File: src/rtl/mips_multicycle_ctrl_if.sv
// Bundle between the multi-cycle MIPS main controller and its datapath.
// The controller (master) receives the instruction fields from the IR and
// drives every enable and mux select. The datapath (slave) sees the reverse.
// Interface protocol: there is no valid/ready handshake. The memory is single-cycle
// and there is no stall. Every control output is meaningful in every cycle.
// opcode and funct are only looked at while the controller is in DECODE or MEMADR.
interface mips_multicycle_ctrl_if;
  logic [5:0] opcode;
  logic [5:0] funct;
  logic [3:0] state;
  logic       PCWrite;
  logic       PCWriteCond;
  logic       IorD;
  logic       MemRead;
  logic       MemWrite;
  logic       MemtoReg;
  logic       IRWrite;
  logic       RegDst;
  logic       RegWrite;
  logic       ALUSrcA;
  logic [1:0] ALUSrcB;
  logic [1:0] ALUOp;
  logic [1:0] PCSource;
  logic       illegal_op;

  modport master (
    input  opcode, funct,
    output state, PCWrite, PCWriteCond, IorD, MemRead, MemWrite, MemtoReg,
           IRWrite, RegDst, RegWrite, ALUSrcA, ALUSrcB, ALUOp, PCSource,
           illegal_op
  );

  modport slave (
    output opcode, funct,
    input  state, PCWrite, PCWriteCond, IorD, MemRead, MemWrite, MemtoReg,
           IRWrite, RegDst, RegWrite, ALUSrcA, ALUSrcB, ALUOp, PCSource,
           illegal_op
  );
endinterface

File: src/rtl/mips_multicycle_ctrl.sv
// Main control FSM for the multi-cycle MIPS32 datapath.
// Sequences fetch, decode, execute, memory and writeback. It is a Moore machine:
// outputs depend on the state only, except illegal_op, which also depends on opcode.
// While reset is high every control output is forced low, so nothing is written
// and the PC does not move.
module mips_multicycle_ctrl #(
  parameter logic [5:0] OP_RTYPE = 6'b000000,
  parameter logic [5:0] OP_LW    = 6'b100011,
  parameter logic [5:0] OP_SW    = 6'b101011,
  parameter logic [5:0] OP_BEQ   = 6'b000100,
  parameter logic [5:0] OP_J     = 6'b000010,
  parameter logic [5:0] OP_ADDI  = 6'b001000,
  parameter logic [5:0] FN_JR    = 6'b001000
) (
  input logic                  clk,
  input logic                  reset,
  mips_multicycle_ctrl_if.master bus
);

  localparam logic [3:0] S_FETCH   = 4'd0;
  localparam logic [3:0] S_DECODE  = 4'd1;
  localparam logic [3:0] S_MEMADR  = 4'd2;
  localparam logic [3:0] S_MEMRD   = 4'd3;
  localparam logic [3:0] S_MEMWB   = 4'd4;
  localparam logic [3:0] S_MEMWR   = 4'd5;
  localparam logic [3:0] S_EXEC    = 4'd6;
  localparam logic [3:0] S_RWB     = 4'd7;
  localparam logic [3:0] S_BEQ     = 4'd8;
  localparam logic [3:0] S_JUMP    = 4'd9;
  localparam logic [3:0] S_ADDI_EX = 4'd10;
  localparam logic [3:0] S_ADDI_WB = 4'd11;
  localparam logic [3:0] S_JR      = 4'd12;

  // Ungated control word, decoded from the state alone.
  typedef struct packed {
    logic       pc_write;
    logic       pc_write_cond;
    logic       iord;
    logic       mem_read;
    logic       mem_write;
    logic       mem_to_reg;
    logic       ir_write;
    logic       reg_dst;
    logic       reg_write;
    logic       alu_src_a;
    logic [1:0] alu_src_b;
    logic [1:0] alu_op;
    logic [1:0] pc_source;
  } ctrl_t;

  logic [3:0] r_state;
  logic [3:0] w_next_state;
  ctrl_t      w_ctrl;
  logic       w_op_legal;
  logic       w_illegal;
  logic       w_run;

  // An opcode is legal if DECODE has a dispatch target for it. Every R-type funct is accepted.
  assign w_op_legal = (bus.opcode == OP_RTYPE) || (bus.opcode == OP_LW) ||
                      (bus.opcode == OP_SW)    || (bus.opcode == OP_BEQ) ||
                      (bus.opcode == OP_J)     || (bus.opcode == OP_ADDI);

  // State register. Asynchronous reset returns to FETCH and abandons any instruction in flight.
  always_ff @(posedge clk or posedge reset) begin
    if (reset) r_state <= S_FETCH;
    else       r_state <= w_next_state;
  end

  // Next-state logic. opcode is looked at only in DECODE and MEMADR, and funct only in DECODE.
  always_comb begin
    w_next_state = S_FETCH;
    case (r_state)
      S_FETCH:   w_next_state = S_DECODE;
      S_DECODE: begin
        if (bus.opcode == OP_LW || bus.opcode == OP_SW) w_next_state = S_MEMADR;
        else if (bus.opcode == OP_RTYPE)
          w_next_state = (bus.funct == FN_JR) ? S_JR : S_EXEC;
        else if (bus.opcode == OP_BEQ)  w_next_state = S_BEQ;
        else if (bus.opcode == OP_J)    w_next_state = S_JUMP;
        else if (bus.opcode == OP_ADDI) w_next_state = S_ADDI_EX;
        else                            w_next_state = S_FETCH;
      end
      S_MEMADR:  w_next_state = (bus.opcode == OP_LW) ? S_MEMRD : S_MEMWR;
      S_MEMRD:   w_next_state = S_MEMWB;
      S_MEMWB:   w_next_state = S_FETCH;
      S_MEMWR:   w_next_state = S_FETCH;
      S_EXEC:    w_next_state = S_RWB;
      S_RWB:     w_next_state = S_FETCH;
      S_BEQ:     w_next_state = S_FETCH;
      S_JUMP:    w_next_state = S_FETCH;
      S_ADDI_EX: w_next_state = S_ADDI_WB;
      S_ADDI_WB: w_next_state = S_FETCH;
      S_JR:      w_next_state = S_FETCH;
      default:   w_next_state = S_FETCH;
    endcase
  end

  // Moore output decode. Any signal not named for a state is 0. The unused encodings 13-15 give all zeros.
  always_comb begin
    w_ctrl = '0;
    case (r_state)
      S_FETCH: begin
        w_ctrl.mem_read  = 1'b1;
        w_ctrl.ir_write  = 1'b1;
        w_ctrl.pc_write  = 1'b1;
        w_ctrl.alu_src_b = 2'b01;
        w_ctrl.alu_op    = 2'b00;
        w_ctrl.pc_source = 2'b00;
      end
      S_DECODE: begin
        w_ctrl.alu_src_b = 2'b11;
        w_ctrl.alu_op    = 2'b00;
      end
      S_MEMADR: begin
        w_ctrl.alu_src_a = 1'b1;
        w_ctrl.alu_src_b = 2'b10;
        w_ctrl.alu_op    = 2'b00;
      end
      S_MEMRD: begin
        w_ctrl.mem_read = 1'b1;
        w_ctrl.iord     = 1'b1;
      end
      S_MEMWB: begin
        w_ctrl.reg_write  = 1'b1;
        w_ctrl.mem_to_reg = 1'b1;
      end
      S_MEMWR: begin
        w_ctrl.mem_write = 1'b1;
        w_ctrl.iord      = 1'b1;
      end
      S_EXEC: begin
        w_ctrl.alu_src_a = 1'b1;
        w_ctrl.alu_op    = 2'b10;
      end
      S_RWB: begin
        w_ctrl.reg_write = 1'b1;
        w_ctrl.reg_dst   = 1'b1;
      end
      S_BEQ: begin
        w_ctrl.alu_src_a     = 1'b1;
        w_ctrl.alu_op        = 2'b01;
        w_ctrl.pc_write_cond = 1'b1;
        w_ctrl.pc_source     = 2'b01;
      end
      S_JUMP: begin
        w_ctrl.pc_write  = 1'b1;
        w_ctrl.pc_source = 2'b10;
      end
      S_ADDI_EX: begin
        w_ctrl.alu_src_a = 1'b1;
        w_ctrl.alu_src_b = 2'b10;
        w_ctrl.alu_op    = 2'b00;
      end
      S_ADDI_WB: begin
        w_ctrl.reg_write = 1'b1;
      end
      S_JR: begin
        w_ctrl.pc_write  = 1'b1;
        w_ctrl.pc_source = 2'b11;
      end
      default: w_ctrl = '0;
    endcase
  end

  // illegal_op is the only output that is not Moore. It flags an unsupported opcode during DECODE.
  assign w_illegal = (r_state == S_DECODE) && !w_op_legal;

  // Reset gate. It acts immediately and does not wait for an edge, so an abandoned instruction cannot write anything.
  assign w_run = ~reset;

  assign bus.state       = r_state;
  assign bus.PCWrite     = w_run & w_ctrl.pc_write;
  assign bus.PCWriteCond = w_run & w_ctrl.pc_write_cond;
  assign bus.IorD        = w_run & w_ctrl.iord;
  assign bus.MemRead     = w_run & w_ctrl.mem_read;
  assign bus.MemWrite    = w_run & w_ctrl.mem_write;
  assign bus.MemtoReg    = w_run & w_ctrl.mem_to_reg;
  assign bus.IRWrite     = w_run & w_ctrl.ir_write;
  assign bus.RegDst      = w_run & w_ctrl.reg_dst;
  assign bus.RegWrite    = w_run & w_ctrl.reg_write;
  assign bus.ALUSrcA     = w_run & w_ctrl.alu_src_a;
  assign bus.ALUSrcB     = {2{w_run}} & w_ctrl.alu_src_b;
  assign bus.ALUOp       = {2{w_run}} & w_ctrl.alu_op;
  assign bus.PCSource    = {2{w_run}} & w_ctrl.pc_source;
  assign bus.illegal_op  = w_run & w_illegal;

endmodule

File: src/flat_wrapper.sv
// flat-port wrapper written by rule: the top's interface ports become plain ports
module mips_multicycle_ctrl_flat 
#(
  parameter logic [5:0] OP_RTYPE = 6'b000000,
  parameter logic [5:0] OP_LW    = 6'b100011,
  parameter logic [5:0] OP_SW    = 6'b101011,
  parameter logic [5:0] OP_BEQ   = 6'b000100,
  parameter logic [5:0] OP_J     = 6'b000010,
  parameter logic [5:0] OP_ADDI  = 6'b001000,
  parameter logic [5:0] FN_JR    = 6'b001000
)
  (clk, reset, bus_opcode, bus_funct, bus_state, bus_PCWrite, bus_PCWriteCond, bus_IorD, bus_MemRead, bus_MemWrite, bus_MemtoReg, bus_IRWrite, bus_RegDst, bus_RegWrite, bus_ALUSrcA, bus_ALUSrcB, bus_ALUOp, bus_PCSource, bus_illegal_op);
  mips_multicycle_ctrl_if bus_i ();
  input logic clk;
  input logic reset;
  input wire logic [$bits(bus_i.opcode)-1:0] bus_opcode;
  input wire logic [$bits(bus_i.funct)-1:0] bus_funct;
  output wire logic [$bits(bus_i.state)-1:0] bus_state;
  output wire logic [$bits(bus_i.PCWrite)-1:0] bus_PCWrite;
  output wire logic [$bits(bus_i.PCWriteCond)-1:0] bus_PCWriteCond;
  output wire logic [$bits(bus_i.IorD)-1:0] bus_IorD;
  output wire logic [$bits(bus_i.MemRead)-1:0] bus_MemRead;
  output wire logic [$bits(bus_i.MemWrite)-1:0] bus_MemWrite;
  output wire logic [$bits(bus_i.MemtoReg)-1:0] bus_MemtoReg;
  output wire logic [$bits(bus_i.IRWrite)-1:0] bus_IRWrite;
  output wire logic [$bits(bus_i.RegDst)-1:0] bus_RegDst;
  output wire logic [$bits(bus_i.RegWrite)-1:0] bus_RegWrite;
  output wire logic [$bits(bus_i.ALUSrcA)-1:0] bus_ALUSrcA;
  output wire logic [$bits(bus_i.ALUSrcB)-1:0] bus_ALUSrcB;
  output wire logic [$bits(bus_i.ALUOp)-1:0] bus_ALUOp;
  output wire logic [$bits(bus_i.PCSource)-1:0] bus_PCSource;
  output wire logic [$bits(bus_i.illegal_op)-1:0] bus_illegal_op;
  assign bus_i.opcode = bus_opcode;
  assign bus_i.funct = bus_funct;
  assign bus_state = bus_i.state;
  assign bus_PCWrite = bus_i.PCWrite;
  assign bus_PCWriteCond = bus_i.PCWriteCond;
  assign bus_IorD = bus_i.IorD;
  assign bus_MemRead = bus_i.MemRead;
  assign bus_MemWrite = bus_i.MemWrite;
  assign bus_MemtoReg = bus_i.MemtoReg;
  assign bus_IRWrite = bus_i.IRWrite;
  assign bus_RegDst = bus_i.RegDst;
  assign bus_RegWrite = bus_i.RegWrite;
  assign bus_ALUSrcA = bus_i.ALUSrcA;
  assign bus_ALUSrcB = bus_i.ALUSrcB;
  assign bus_ALUOp = bus_i.ALUOp;
  assign bus_PCSource = bus_i.PCSource;
  assign bus_illegal_op = bus_i.illegal_op;
  mips_multicycle_ctrl #(.OP_RTYPE(OP_RTYPE), .OP_LW(OP_LW), .OP_SW(OP_SW), .OP_BEQ(OP_BEQ), .OP_J(OP_J), .OP_ADDI(OP_ADDI), .FN_JR(FN_JR)) u_core (.clk(clk), .reset(reset), .bus(bus_i));
endmodule
File: config.mk
export PLATFORM = sky130hd
export DESIGN_NAME = mips_multicycle_ctrl_flat
export DESIGN_NICKNAME = d
export VERILOG_FILES = /design/src/rtl/mips_multicycle_ctrl_if.sv /design/src/rtl/mips_multicycle_ctrl.sv /design/src/flat_wrapper.sv
export SDC_FILE = /design/constraint.sdc
export NUM_CORES = 1
export LEC_CHECK = 0
export CAP_MARGIN = 10
export CORE_UTILIZATION = 27
export CTS_CLUSTER_DIAMETER = 200
export DETAILED_ROUTE_END_ITERATION = 8
export HOLD_SLACK_MARGIN = 0.05
export SETUP_SLACK_MARGIN = 0.2
export SLEW_MARGIN = 20
export SYNTH_ARGS = -nofsm -noshare
export SYNTH_HDL_FRONTEND = slang
export SYNTH_SLANG_ARGS = --single-unit
File: constraint.sdc
create_clock -name clk -period 1.87 [get_ports clk]
set_input_delay 0.374 -clock clk [delete_from_list [all_inputs] [get_ports clk]]
set_output_delay 0.374 -clock clk [all_outputs]
set_load 0.01 [all_outputs]
==> summary.md <==
| Metric | Value |
|---|---|
| Async set-reset flop share out of synthesis | 100.0% |
| Vias in the first global route | 900 |
| Pwr per Cell Area | 612.2 nW/um2 |
| Routability congestion estimate | 0.7732 |
| Internal | 536.9 uW |
| Startpoint Class | flop |
| WL final | 2526 um |
| Initial DRC Count | 3 |
| Die H | 46.80 um |
| Slew headroom | 79.16% |
| Synthesized area per cell | 7.422 um2 |
| Post-synth EDFFs | 0 |
| Util after Layout | 80.49% |
| Number of diodes | 0 |
| Switching share of power | 39.52% |
| Total CTS buffers | 3 |
| Share of cells above drive strength 1 | 70.20% |
| Die area | 2190 um2 |
| Worst-Skew Late Latency | 0.23 ns |
| Synth top cells by count | nor2_1 (9), nand2_1 (8), dfrtp_1 (4) |
| Routed via count | 881 |
| Final std cells w/o fill | 176 |
| Biggest area consumer among synthesized cells | dfrtp_1 |
| Post-Syn Area | 541.8 um2 |
| First-pass GRT wire length | 3946 um |
| Worst EP required | 1.50 ns |
| Psw | 350.8 uW |
| Static leakage | 0.0006749 uW |
| Max-cap viol count | 0 |
| Register area share after synthesis | 18.48% |
| Worst Max-Slew Pin Slew | 0.3109 ns |
| Run status | complete, but fails checks |
| Drt wl/cell | 14.35 um |
| CTS tree | yes |
| DRT Pass-1 Iters | 3 |
| VDD IR max | 526.2 uV |
| CTS clk-pin slew, worst paths | 0.04 ns |
| CP max FO | 6 |
| Tcrit/Tclk final | 100.2% |
| Fmax | 0.5335 GHz |
| CP endpoint kind | output port |
| Top cells by area, synth | dfrtp_1 (18%), nor2_1 (6.2%), nand2_1 (5.5%) |
| RSZ-0062 raised after global routing | yes |
| Tightest Hold Check Type | input pin to async pin |
| Clock Sinks | 4 |
| # DRC | 0 |
| Count leader, synth | nor2_1 |
| HPWL after DPL | 1562 um |
| Final hold violations | 0 |
| Clock Power Share | 11.9% |
| Failing checks | setup timing |
| R2R cell count | 5 |
| Gr ovfl total | 0 |
| DRT antenna net count | 0 |
| Number of synthesis warnings | 0 |
| Combinational power share | 73.2% |
| Number of port buffers | 34 |
| Synth cell types | 35 |
| Flops & latches, synth | 4 |
| Initial antenna violation count | 0 |
| Pin count of the biggest net entering global routing | 8 |
| Root buffer cell | clkbuf_4 |
| Net Count, Synth | 87 |
| Setup violators final | 1 |
| Max reg flops | 4 |
| Rows | 15 |
| H-tree depth | 1 |
| Max Clock Skew | 0.004236 ns |
| Commonest register cell after synthesis | dfrtp_1 |
| CTS Hold Bufs | 0 |
| GRT Util Overall | 25.79% |
| CP Class | flop to output port |
| I/O Pins | 35 |
| Slew Limit Fails | 0 |
| Tmin final | 1.874 ns |
| Fin Setup TNS | -0.004485 ns |
| FF+latch area | 105.1 um2 |
| Final net count | 167 |
| Layout overhead on the synthesized area | 167.7% |
| Initial Utilization | 30.07% |
| Post-Syn Instances | 73 |
| Core ar. | 1802 um2 |
| Placed instance count | 158 |
| Setup WS post-layout | -0.004485 ns |
| Vias per Instance | 5.006 |
| Seq pwr share | 14.9% |
| Multi-input logic area | 588.1 um2 |
| Top-area cell type share of the netlist area | 18.48% |
| Clock buffer depth | 2 |
| Die width | 46.80 um |
| Filler cell count | 125 |
| CP Data Arrival Time | 1.50 ns |
## through the flow
stage,area [um2],power (uW),worst slack [ns],hold WS [ns]
after floorplan,555.5,324.6,0.1748,0.1452
after global placement,1114,569.6,-0.6688,0.7243
after detailed placement,1114,576.6,-0.7142,0.7276
after CTS,1396,844.1,-0.04693,0.4190
after global routing,1450,936.0,-0.03999,0.4332
final,1450,887.7,-0.004485,0.4205
## logic make-up after synthesis
family | after synthesis | share of synthesized area [%]
and+or+nand+nor | 45 | 47.81
buffers and inverters | 8 | 11.32
xor gates and xnor gates | 2 | 3.234
DFF | 4 | 18.48
AOI/OAI and AO/OA | 13 | 17.09
adders and majority gates | 1 | 2.078
## final timing paths
kind                                  endpoint                start  slack, ns
min                        u_core.bus.state[0]                reset       0.42
min in group clk           u_core.bus.state[2]        bus_opcode[1]       0.45
min reg2reg                u_core.bus.state[0]  u_core.bus.state[0]       0.69
max reg2reg                u_core.bus.state[2]  u_core.bus.state[2]       0.32
max                               bus_RegWrite  u_core.bus.state[2]     -0.004
max in group asynchronous  u_core.bus.state[3]                reset       1.33
## placed cells by master, fill, tap and decap left out, drive strengths merged, types with 3 or more instances in the layout
master | synthesis | final
buf | 2 | 67
nor2 | 10 | 10
nand2 | 8 | 8
dlygate4sd2 | 0 | 7
clkdlybuf4s50 | 0 | 6
dfrtp | 4 | 4
o21ai | 4 | 4
nor3b | 3 | 3
nor3 | 3 | 3
clkbuf | 4 | 3
or4 | 3 | 3
nor4b | 3 | 3
nor4 | 3 | 3
## power groups by stage
stage | combinational, uW | clock, uW | sequential (uW)
6_report | 650 | 106 | 132
5_1_grt | 690 | 111 | 135
2_1_floorplan | 198 | 0 | 126
3_3_place_gp | 440 | 0 | 130
4_1_cts | 605 | 108 | 131
3_5_place_dp | 446 | 0 | 131
## critical path, stage by stage (launching register included)
cell      delay [ns]
dfrtp_2         0.45
buf_6           0.15
buf_8           0.13
nand2b_1        0.11
a21oi_2         0.06
a31oi_1         0.18
nor2_1          0.06
buf_2           0.14
## repair_timing
item / CTS / global route
pin swaps: 18 / 6
gates resized for setup: 148 / 8
setup endpoints to repair: 25 / 21
setup buffers: 12 / 3
## area by class of cell
type	instances	area share (%)
multi-input cells	61	40.55
flip-flops and latches	4	7.248
clock buffers	3	1.553
repair buffers	81	47.97
well taps	25	2.157
inverters	2	0.5177
## routing by layer
layer	part of all wire, %	track usage (%)
met1	40	29.18
met2	56	50.00
met3	3.4	3.846
met4	0	6.286
met5	0	0
(Power assumes the default switching activity.)
